<file path="src/rtl/uart_pkt_rx.sv">
// uart_pkt_rx: 8N1 UART receiver feeding a framed-write parser (A5, CMD, ADDR, LEN, payload).
// Latency: each payload word is presented on wr_* the cycle after its last byte completes.
// Backpressure: one word is held on wr_valid/wr_ready; a second word completing first is an overrun error.
// Define UART_PKT_CHKSUM_EN to expect a trailing XOR checksum byte (CMD..last payload byte).
module uart_pkt_rx #(
    parameter int CLK_HZ       = 50_000_000,
    parameter int BAUD         = 115_200,
    parameter int WORD_BYTES   = 4,
    parameter int ADDR_W       = 16,
    parameter int TIMEOUT_CLKS = 100_000
) (
    input  logic                    clk,
    input  logic                    rst_n,
    input  logic                    uart_rx,
    output logic                    wr_valid,
    input  logic                    wr_ready,
    output logic [1:0]              wr_tgt,
    output logic [ADDR_W-1:0]       wr_addr,
    output logic [8*WORD_BYTES-1:0] wr_data,
    output logic                    frame_done,
    output logic                    err_valid,
    output logic [2:0]              err_code,
    output logic                    busy
);
    localparam int CLKS_PER_BIT = CLK_HZ / BAUD;
    localparam int ADDR_BYTES   = (ADDR_W + 7) / 8;
    localparam int CNT_W        = $clog2(CLKS_PER_BIT + 1);
    localparam int TO_W         = $clog2(TIMEOUT_CLKS + 1);
    localparam logic [CNT_W-1:0] HALF_BIT  = CNT_W'(CLKS_PER_BIT / 2);
    localparam logic [CNT_W-1:0] LAST_BIT  = CNT_W'(CLKS_PER_BIT - 1);
    localparam logic [TO_W-1:0]  TO_LAST   = TO_W'(TIMEOUT_CLKS - 1);
    localparam logic [7:0]       ADDR_LAST = 8'(ADDR_BYTES - 1);
    localparam logic [7:0]       WORD_LAST = 8'(WORD_BYTES - 1);

    typedef enum logic [1:0] {RX_IDLE, RX_START, RX_DATA, RX_STOP} rx_state_t;
    typedef enum logic [2:0] {IDLE, CMD, ADDR, LEN, DATA
`ifdef UART_PKT_CHKSUM_EN
        , CHK
`endif
    } state_t;

    logic rx_meta, rx_sync, rx_prev;
    rx_state_t rx_state;
    logic [CNT_W-1:0] rx_cnt;
    logic [2:0] rx_bit;
    logic [7:0] rx_shift;
    logic byte_vld, byte_ferr;

    state_t state;
    logic [1:0] tgt_r;
    logic [7:0] idx, len_left;
    logic [8*ADDR_BYTES-1:0] addr_acc, addr_nxt;
    logic [8*WORD_BYTES-1:0] word_buf, word_nxt;
    logic [ADDR_W-1:0] nxt_addr;
    logic fin;
    logic [TO_W-1:0] tcnt;
    logic hs;
`ifdef UART_PKT_CHKSUM_EN
    logic [7:0] chk;
`endif

    assign hs   = wr_valid && wr_ready;
    assign busy = (state != IDLE);

    // Two-flop synchroniser plus one delayed copy for start-edge detection
    always_ff @(posedge clk or negedge rst_n) begin
        if (!rst_n) begin
            rx_meta <= 1'b1;
            rx_sync <= 1'b1;
            rx_prev <= 1'b1;
        end else begin
            rx_meta <= uart_rx;
            rx_sync <= rx_meta;
            rx_prev <= rx_sync;
        end
    end

    // Bit-level receiver: mid-bit sampling; emits a byte pulse or a framing-error pulse
    always_ff @(posedge clk or negedge rst_n) begin
        if (!rst_n) begin
            rx_state  <= RX_IDLE;
            rx_cnt    <= '0;
            rx_bit    <= '0;
            rx_shift  <= '0;
            byte_vld  <= 1'b0;
            byte_ferr <= 1'b0;
        end else begin
            byte_vld  <= 1'b0;
            byte_ferr <= 1'b0;
            case (rx_state)
                RX_IDLE: begin
                    if (rx_prev && !rx_sync) begin
                        rx_state <= RX_START;
                        rx_cnt   <= '0;
                    end
                end
                RX_START: begin
                    if (rx_cnt == HALF_BIT) begin
                        rx_cnt   <= '0;
                        rx_bit   <= '0;
                        rx_state <= rx_sync ? RX_IDLE : RX_DATA;
                    end else begin
                        rx_cnt <= rx_cnt + 1'b1;
                    end
                end
                RX_DATA: begin
                    if (rx_cnt == LAST_BIT) begin
                        rx_cnt   <= '0;
                        rx_shift <= {rx_sync, rx_shift[7:1]};
                        rx_bit   <= rx_bit + 3'd1;
                        if (rx_bit == 3'd7) rx_state <= RX_STOP;
                    end else begin
                        rx_cnt <= rx_cnt + 1'b1;
                    end
                end
                RX_STOP: begin
                    if (rx_cnt == LAST_BIT) begin
                        rx_state <= RX_IDLE;
                        if (rx_sync) byte_vld  <= 1'b1;
                        else         byte_ferr <= 1'b1;
                    end else begin
                        rx_cnt <= rx_cnt + 1'b1;
                    end
                end
                default: rx_state <= RX_IDLE;
            endcase
        end
    end

    // Merge the incoming byte into the address / word being assembled
    always_comb begin
        addr_nxt = addr_acc;
        word_nxt = word_buf;
        for (int i = 0; i < ADDR_BYTES; i++)
            if (idx == 8'(i)) addr_nxt[i*8 +: 8] = rx_shift;
        for (int i = 0; i < WORD_BYTES; i++)
            if (idx == 8'(i)) word_nxt[i*8 +: 8] = rx_shift;
    end

    // Frame parser: errors take priority over bytes, bytes over timeout, timeout over completion
    always_ff @(posedge clk or negedge rst_n) begin
        if (!rst_n) begin
            state      <= IDLE;
            tgt_r      <= '0;
            idx        <= '0;
            len_left   <= '0;
            addr_acc   <= '0;
            word_buf   <= '0;
            nxt_addr   <= '0;
            fin        <= 1'b0;
            tcnt       <= '0;
            wr_valid   <= 1'b0;
            wr_tgt     <= '0;
            wr_addr    <= '0;
            wr_data    <= '0;
            frame_done <= 1'b0;
            err_valid  <= 1'b0;
            err_code   <= '0;
`ifdef UART_PKT_CHKSUM_EN
            chk        <= '0;
`endif
        end else begin
            frame_done <= 1'b0;
            err_valid  <= 1'b0;
            if (hs) wr_valid <= 1'b0;
            if (state == IDLE || byte_vld) tcnt <= '0;
            else                           tcnt <= tcnt + 1'b1;

            if (byte_ferr) begin
                err_valid <= 1'b1; err_code <= 3'd1; state <= IDLE; fin <= 1'b0;
            end else if (byte_vld) begin
                case (state)
                    IDLE: if (rx_shift == 8'hA5) state <= CMD;
                    CMD: begin
                        if (rx_shift >= 8'h01 && rx_shift <= 8'h03) begin
                            tgt_r <= rx_shift[1:0] - 2'd1;
                            idx   <= '0;
                            state <= ADDR;
`ifdef UART_PKT_CHKSUM_EN
                            chk   <= rx_shift;
`endif
                        end else begin
                            err_valid <= 1'b1; err_code <= 3'd2; state <= IDLE; fin <= 1'b0;
                        end
                    end
                    ADDR: begin
                        addr_acc <= addr_nxt;
`ifdef UART_PKT_CHKSUM_EN
                        chk <= chk ^ rx_shift;
`endif
                        if (idx == ADDR_LAST) begin
                            nxt_addr <= addr_nxt[ADDR_W-1:0];
                            state    <= LEN;
                        end else begin
                            idx <= idx + 8'd1;
                        end
                    end
                    LEN: begin
`ifdef UART_PKT_CHKSUM_EN
                        chk <= chk ^ rx_shift;
`endif
                        if (rx_shift == 8'd0) begin
                            err_valid <= 1'b1; err_code <= 3'd3; state <= IDLE; fin <= 1'b0;
                        end else begin
                            len_left <= rx_shift;
                            idx      <= '0;
                            state    <= DATA;
                        end
                    end
                    DATA: begin
                        // Bytes after the last word (while waiting for its handshake) are ignored
                        if (!fin) begin
`ifdef UART_PKT_CHKSUM_EN
                            chk <= chk ^ rx_shift;
`endif
                            if (idx == WORD_LAST) begin
                                if (wr_valid && !wr_ready) begin
                                    wr_valid  <= 1'b0;
                                    err_valid <= 1'b1; err_code <= 3'd4; state <= IDLE; fin <= 1'b0;
                                end else begin
                                    wr_valid <= 1'b1;
                                    wr_data  <= word_nxt;
                                    wr_addr  <= nxt_addr;
                                    wr_tgt   <= tgt_r;
                                    nxt_addr <= nxt_addr + 1'b1;
                                    idx      <= '0;
                                    len_left <= len_left - 8'd1;
                                    if (len_left == 8'd1) begin
`ifdef UART_PKT_CHKSUM_EN
                                        state <= CHK;
`else
                                        fin   <= 1'b1;
`endif
                                    end
                                end
                            end else begin
                                word_buf <= word_nxt;
                                idx      <= idx + 8'd1;
                            end
                        end
                    end
`ifdef UART_PKT_CHKSUM_EN
                    CHK: begin
                        if (!fin) begin
                            if (rx_shift == chk) begin
                                fin <= 1'b1;
                            end else begin
                                err_valid <= 1'b1; err_code <= 3'd6; state <= IDLE; fin <= 1'b0;
                            end
                        end
                    end
`endif
                    default: state <= IDLE;
                endcase
            end else if (state != IDLE && tcnt == TO_LAST) begin
                err_valid <= 1'b1; err_code <= 3'd5; state <= IDLE; fin <= 1'b0;
            end else if (fin && (!wr_valid || hs)) begin
                frame_done <= 1'b1;
                state      <= IDLE;
                fin        <= 1'b0;
            end
        end
    end
endmodule

</file>
<file path="config.mk">
export PLATFORM = sky130hd
export DESIGN_NAME = uart_pkt_rx
export DESIGN_NICKNAME = d
export VERILOG_FILES = /design/src/rtl/uart_pkt_rx.sv
export SDC_FILE = /design/constraint.sdc
export NUM_CORES = 1
export LEC_CHECK = 0
export CAP_MARGIN = 25
export CORE_MARGIN = 3
export CORE_UTILIZATION = 59
export CTS_BUF_LIST = sky130_fd_sc_hd__clkbuf_16
export DETAILED_ROUTE_END_ITERATION = 7
export PLACE_DENSITY = 0.8
export SYNTH_ARGS = -nofsm -noshare
export SYNTH_HDL_FRONTEND = slang
export SYNTH_SLANG_ARGS = --single-unit
</file>
<file path="constraint.sdc">
create_clock -name clk -period 2.99 [get_ports clk]
set_clock_uncertainty 0.2 [all_clocks]
set_input_delay 0.4485 -clock clk [delete_from_list [all_inputs] [get_ports clk]]
set_output_delay 0.4485 -clock clk [all_outputs]
set_load 0.02 [all_outputs]
</file>
==> flow_metrics.env <==
export IMPL_core_area_mm2=0.0140
export IMPL_min_from="rx_meta$_DFF_PN1_"
export IMPL_yosys_area_top_type="dfrtp_1"
export IMPL_min_period_ns=2.79
export IMPL_netlist_area_mm2=0.00855
export IMPL_p_sw_mw=1.10
export IMPL_combPwrFrac_pct=3.9
export IMPL_crit_required_ns=3.10
export IMPL_cts_sinks=178
export IMPL_area_growth_pct=17.0
export IMPL_grt_total_usage_pct=25.8
export IMPL_ctsHoldBuffers=1
export IMPL_cts_tree="built"
export IMPL_syn_inst=820
export IMPL_drt_wirelength_per_cell_um=18.7
export IMPL_worstPathCellList="ha_1 > nor3b_1 > nand2_2 > nor4_4 > buf_12 > mux2_2"
export IMPL_async_flop_share_pct=100
export IMPL_p_leak_nw=4.46
export IMPL_die_height_um=126
export IMPL_synth_top_area_share_pct=51.2
export IMPL_drv_cap=0
export IMPL_reg2regPathDepth=6
export IMPL_finalNonFillerCells=1077
export IMPL_seqPwrFrac_pct=51.8
export IMPL_h_tree_depth=4
export IMPL_row_count=43
export IMPL_multi_input_area_mm2=0.00380
export IMPL_die_area_mm2=0.0160
export IMPL_p_sw_share_pct=22.7
export IMPL_hold_viol_final=0
export IMPL_dp_hpwl_um=13400
export IMPL_die_w_um=126
export IMPL_clk_path_buf_depth=2
export IMPL_worstHoldEndpoint="rx_sync$_DFF_PN1_"
export IMPL_start_util_pct=60.9
export IMPL_tns_ns=0
export IMPL_dr_pass1_iters=5
export IMPL_wirelength_um=20100
export IMPL_fillCellCount=967
export IMPL_grt_pass1_wl_um=33600
export IMPL_gp_congestion=0.912
export IMPL_ios=61
export IMPL_path_buf_inv=1
export IMPL_place_inst=1043
export IMPL_critPathTopFamily="simple AND/OR/NAND/NOR gates"
export IMPL_synth_edf_count=0
export IMPL_critPathMaxStageDelay_ns=0.45
export IMPL_port_buffers=60
export IMPL_syn_num_nets=839
export IMPL_yosysSeqAreaShare_pct=52.1
export IMPL_layout_drive_gt1_share_pct=15.9
export IMPL_vias_per_cell=6.22
export IMPL_r2r_start="idx[0]$_DFFE_PN0P_"
export IMPL_synth_most_common_cell="dfrtp_1"
export IMPL_fin_util_pct=71.3
export IMPL_slew_violations=0
export IMPL_synth_common_cells="dfrtp_1, nor2_1, nand2_1, mux2_2, a21oi_1"
export IMPL_fmax_ghz=0.359
export IMPL_grt_overflow_total=0
export IMPL_vias=6698
export IMPL_synth_warnings=0
export IMPL_ctsRootBufferMaster="clkbuf_16"
export IMPL_min_path_cells=0
export IMPL_synth_area_per_cell_um2=10.4
export IMPL_r2r_end="wr_data[25]$_DFFE_PN0P_"
export IMPL_ys_flop_type="dfrtp_1"
export IMPL_tightest_slew_ns=0.731
export IMPL_clk_latency_ns=0.42
export IMPL_antenna_cells=0
export IMPL_run_status="completed"
export IMPL_initialDrtViolationCount=688
export IMPL_cts_resized=0
export IMPL_ir_drop_uv=406
export IMPL_cp_slowest_cell="dfrtp_1"
export IMPL_drt_antenna_violating_nets=0
export IMPL_pwr_density_cell_mw_per_mm2=486
export IMPL_endpoint_kind="register"
export IMPL_cellInternalPower_mw=3.76
export IMPL_path_class="reg -> reg"
export IMPL_rsz0062_at_grt="no"
export IMPL_numCtsBuffers=17
export IMPL_cp_max_fo=74
export IMPL_grt_max_degree=75
export IMPL_clk_pin_slew_ns=0.06
export IMPL_min_path_type="reg -> reg"
export IMPL_r2r_slack_ns=0.20
export IMPL_startpoint_type="register"
export IMPL_synth_area_leaders="dfrtp_1, mux2_2, nor2_1"
export IMPL_nNetsFinal=903
export IMPL_finalSetupViolCount=0
export IMPL_drc=0
export IMPL_antenna_found_initial=0
export IMPL_seqCellArea_mm2=0.00446
export IMPL_cts_setup_buffers=0
export IMPL_slew_headroom_pct=50.9
export IMPL_p_clk_share_pct=44.3
export IMPL_worstPathArrival_ns=2.90
export IMPL_grt_pass1_vias=6719
export IMPL_synth_seq_cells=178
export IMPL_timing_final_crit_share_pct=93.3
export IMPL_synth_cell_type_count=66
power by group through the flow:
stage / combinational (mW) / sequential, mW / clock [mW]
floorplan: 0.125 / 2.54 / 0
global placement: 0.179 / 2.56 / 0
detailed placement: 0.189 / 2.56 / 0
CTS: 0.195 / 2.52 / 2.19
global route: 0.222 / 2.52 / 2.30
finish: 0.189 / 2.52 / 2.15
cell usage in the layout (no fill, tap or decap), types with 4 or more instances in the layout:
cell type	netlist	layout
nor2_1	84	84
nor4_1	7	7
nand4_1	10	10
xor2_1	14	14
nor3_1	17	17
a22o_1	4	4
and3_1	5	5
mux2_2	67	67
nand2b_1	10	10
a211oi_1	4	4
a31oi_1	21	21
clkdlybuf4s50_1	0	59
o21ai_0	44	44
mux2i_1	16	16
clkbuf_16	0	17
buf_4	5	26
xnor2_1	8	8
nor2b_1	7	7
ha_1	15	15
dfrtp_1	175	175
o31ai_1	12	12
a21oi_1	53	53
inv_1	23	25
nand2_1	69	69
nand3_1	28	28
o211ai_1	5	5
o2bb2ai_1	4	4
or3_1	6	6
kinds of logic after synthesis:
family                   Yosys count  share of synthesized area [%]
AND/OR/NAND/NOR                  273                           15.8
adder cells (fa/ha/maj)           15                           2.19
flip-flops                       178                           52.1
multiplexers                      84                           10.8
AO/OA/AOI/OAI                    180                           13.2
XOR/XNOR                          22                           2.25
buffers and inverters             68                           3.54
worst max path at each step:
stage	depth (start not counted)	slack (ns)	end	start
after floorplan	7	0.58	wr_addr[10]$_DFFE_PN0P_	idx[0]$_DFFE_PN0P_
after global routing	6	0.03	state[0]$_DFFE_PN0P_	idx[0]$_DFFE_PN0P_
after detailed placement	6	0.25	wr_data[29]$_DFFE_PN0P_	idx[0]$_DFFE_PN0P_
after global placement	6	0.32	nxt_addr[13]$_DFFE_PN0P_	wr_ready
final	6	0.20	wr_data[25]$_DFFE_PN0P_	idx[0]$_DFFE_PN0P_
after CTS	3	0.21	busy	state[1]$_DFFE_PN0P_
cell type report:
type	instances	share of cell area, %
clock buffers	17	4.25
multi-input cells	574	38.0
inverters	23	0.863
repair buffers	90	8.66
well taps	180	2.25
clock inverters	15	1.41
flip-flops and latches	178	44.5
worst reg2reg max path: cells and delay by family (launching register included):
| kind | cells | cell delay (ns) |
|---|---|---|
| and+or+nand+nor | 3 | 0.98 |
| buffers and inverters | 1 | 0.29 |
| DFF | 1 | 0.45 |
| adders and majority gates | 1 | 0.27 |
| muxes | 1 | 0.49 |
metal layers:
metal	track usage, %	share of wire, %	vias to the layer above
met5	0	0	-
met4	8.52	1.8	0
met3	6.02	5.9	34
met2	41.8	50	236
met1	34.8	43	3373
li1	-	-	3055
metrics by stage:
step	setup slack [ns]	hold slack, ns	total power [mW]	instance area (um2)
after floorplan	0.583	-0.0471	2.66	8550
after global placement	0.316	0.147	2.74	9420
after detailed placement	0.247	0.147	2.75	9420
after CTS	0.207	0.156	4.90	10000
after global routing	0.0268	0.165	5.05	10000
final	0.201	0.156	4.86	10000
sequential cells by signal (all words and copies together) (netlist names), 2 cells and up, named ones only:
name,cells
addr_acc,16
idx,8
rx_cnt,9
wr_addr,16
nxt_addr,16
word_buf,24
rx_shift,8
tgt_r,2
tcnt,17
wr_data,32
err_code,3
len_left,8
rx_bit,3
state,3
wr_tgt,2
Power figures use the tool's default switching activity.
==> patch: new RTL, config.mk and constraints unchanged <==
`TIMEOUT_CLKS`: 100_000 -> 400_000.
--- a/src/rtl/uart_pkt_rx.sv
+++ b/src/rtl/uart_pkt_rx.sv
@@ -8,5 +8,5 @@
     parameter int WORD_BYTES   = 4,
     parameter int ADDR_W       = 16,
-    parameter int TIMEOUT_CLKS = 100_000
+    parameter int TIMEOUT_CLKS = 400_000
 ) (
     input  logic                    clk,
Behaviour: same outputs for any inputs over 4 cycles, from zero or initial values and one cycle with rst_n low; that may be too few to reach the edited logic, so the function may still have changed.
==> patch against the original RTL <==
Combinational power fell by 16%. Sequential cell count grew 2. Via count about the same. Critical path type is now flip-flop to primary output. Global-route usage shrank 0.48 points. Worst hold slack gained 8.6 ps. Wire length decreased by 0.18%. Count of clock-buffer cells in the layout unchanged. Non-clock buffer count is 4 lower. Final area up 3.1%. Cell count increased by 0.84%. Synthesized area rose by 3.8%. Setup slack better by 130 ps. Power grew 2.7%.
==> patch: results (changes against the original RTL) <==
- The largest net degree at the start of global routing is 68 (was 75).
- The biggest cell delay along the critical path is 560 ps (was 450 ps).
- The largest delay contributor family on the critical path was buffers and inverters (was simple AND/OR/NAND/NOR gates).
- The synthesized net count is 849 (was 839).
- The instance area after placement was 9700 µm² (was 9420 µm²).
- The switching power summed over all nets is 1120 µW (was 1100 µW).
- The launch instance of the worst register-to-register path is idx[5] (was idx[0]).
- The global-route track usage on met3 is 4.86% (was 6.02%).
- The placer congestion estimate came to 0.931 (was 0.912).
- The worst endpoint data arrival time is 2010 ps (was 2900 ps).
- The detailed-route wire length on metal 1 is 8.84 mm (was 8.59 mm).
- The vias after detailed routing is 6702 (was 6698).
- The met3 wirelength from detailed routing is 999 µm (was 1.19 mm).
- The largest driver fanout on the critical path is 13 (was 74).
- Synth area leaders: sky130_fd_sc_hd__dfrtp_1 (50%), sky130_fd_sc_hd__mux2_2 (6.2%), sky130_fd_sc_hd__mux2_4 (3.9%) (was sky130_fd_sc_hd__dfrtp_1 (51%), sky130_fd_sc_hd__mux2_2 (8.8%), sky130_fd_sc_hd__nor2_1 (3.7%)).
- The post-synthesis mux area share is 13.4% (was 10.8%).
- The xor and xnor area share after synthesis was 1.97% (was 2.25%).
- The start point of the critical path is state[2] (was idx[0]).
- The part of the cycle the worst path needs is 88.9% (was 93.3%).
- The met1 usage is 34.3% (was 34.8%).
- Status: finished, final reports clean (unchanged).
- The routed length per placed instance is 18.5 µm (was 18.7 µm).
- The number of global-route vias before repair is 6856 (was 6719).
- The met2 demand-to-capacity share in global routing is 41.3% (was 41.8%).
- The clock network power came to 2300 µW (was 2150 µW).
- The starting DRC count in detailed routing came to 591 (was 688).
- Largest registers: wr_data: 32 flops, word_buf: 24 flops, tcnt: 19 flops (was wr_data: 32 flops, word_buf: 24 flops, tcnt: 17 flops).
- The final non-filler cell area is 10300 µm² (was 10000 µm²).
- The leakage power summed over all cells came to 0.00500 µW (was 0.00446 µW).
- The fraction of the mapped netlist area in compound gates is 12.8% (was 13.2%).
- The switching share of power is 22.5% (was 22.7%).
-- patch: cell types whose count changed after synthesis, moves of 10 or more --
cell                      change
sky130_fd_sc_hd__mux2_4      +23
sky130_fd_sc_hd__nor2_1      -23
sky130_fd_sc_hd__mux2i_1     +13
sky130_fd_sc_hd__mux2_2      -18
sky130_fd_sc_hd__and3_1      +13
sky130_fd_sc_hd__o22ai_1     +10
sky130_fd_sc_hd__a21oi_1     -14
sky130_fd_sc_hd__o21ai_1     +27
sky130_fd_sc_hd__a31oi_1     -16
-- patch: repair_timing --
action	CTS	global route
buffers inserted	0	0
hold endpoints to repair	61	0
hold buffers	1	0
-- patch: path summary, 6_finish.rpt --
path | endpoint | slack, ps | cells after the start
setup / recovery | busy | 330 | 2
hold / removal | rx_sync | 170 | 0
setup reg to reg | nxt_addr[6] | 370 | 5
hold reg to reg | rx_sync | 170 | 0
max in group asynchronous | wr_addr[13] | 1400 | 3
min in group asynchronous | tcnt[3] | 390 | 2
-- patch: logic make-up (layout without fill, tap and decap cells) --
logic type,count (synthesis),after routing
flip-flops,180,180
adder cells (fa/ha/maj),15,15
AND/OR/NAND/NOR,264,264
multiplexers,101,101
XOR/XNOR,20,20
AO/OA/AOI/OAI,182,182
buffers and inverters,68,140
-- patch: per-stage QoR --
stage	util [%]	cells	hold slack, ps	setup slack, ps
floorplan	-	830	-47.1	524
detailed placement	66.3	1053	151	431
global placement	66.3	1053	148	511
CTS	70.4	1086	160	338
finish	70.4	1086	165	332
global route	70.4	1086	163	100
-- patch: layout make-up --
type	count	share of cell area, %
clock inverters	15	1.71
repair buffers	86	7.99
clock buffers	17	4.12
flip-flops and latches	180	43.7
inverters	22	0.801
well taps	184	2.23
multi-input cells	582	39.4
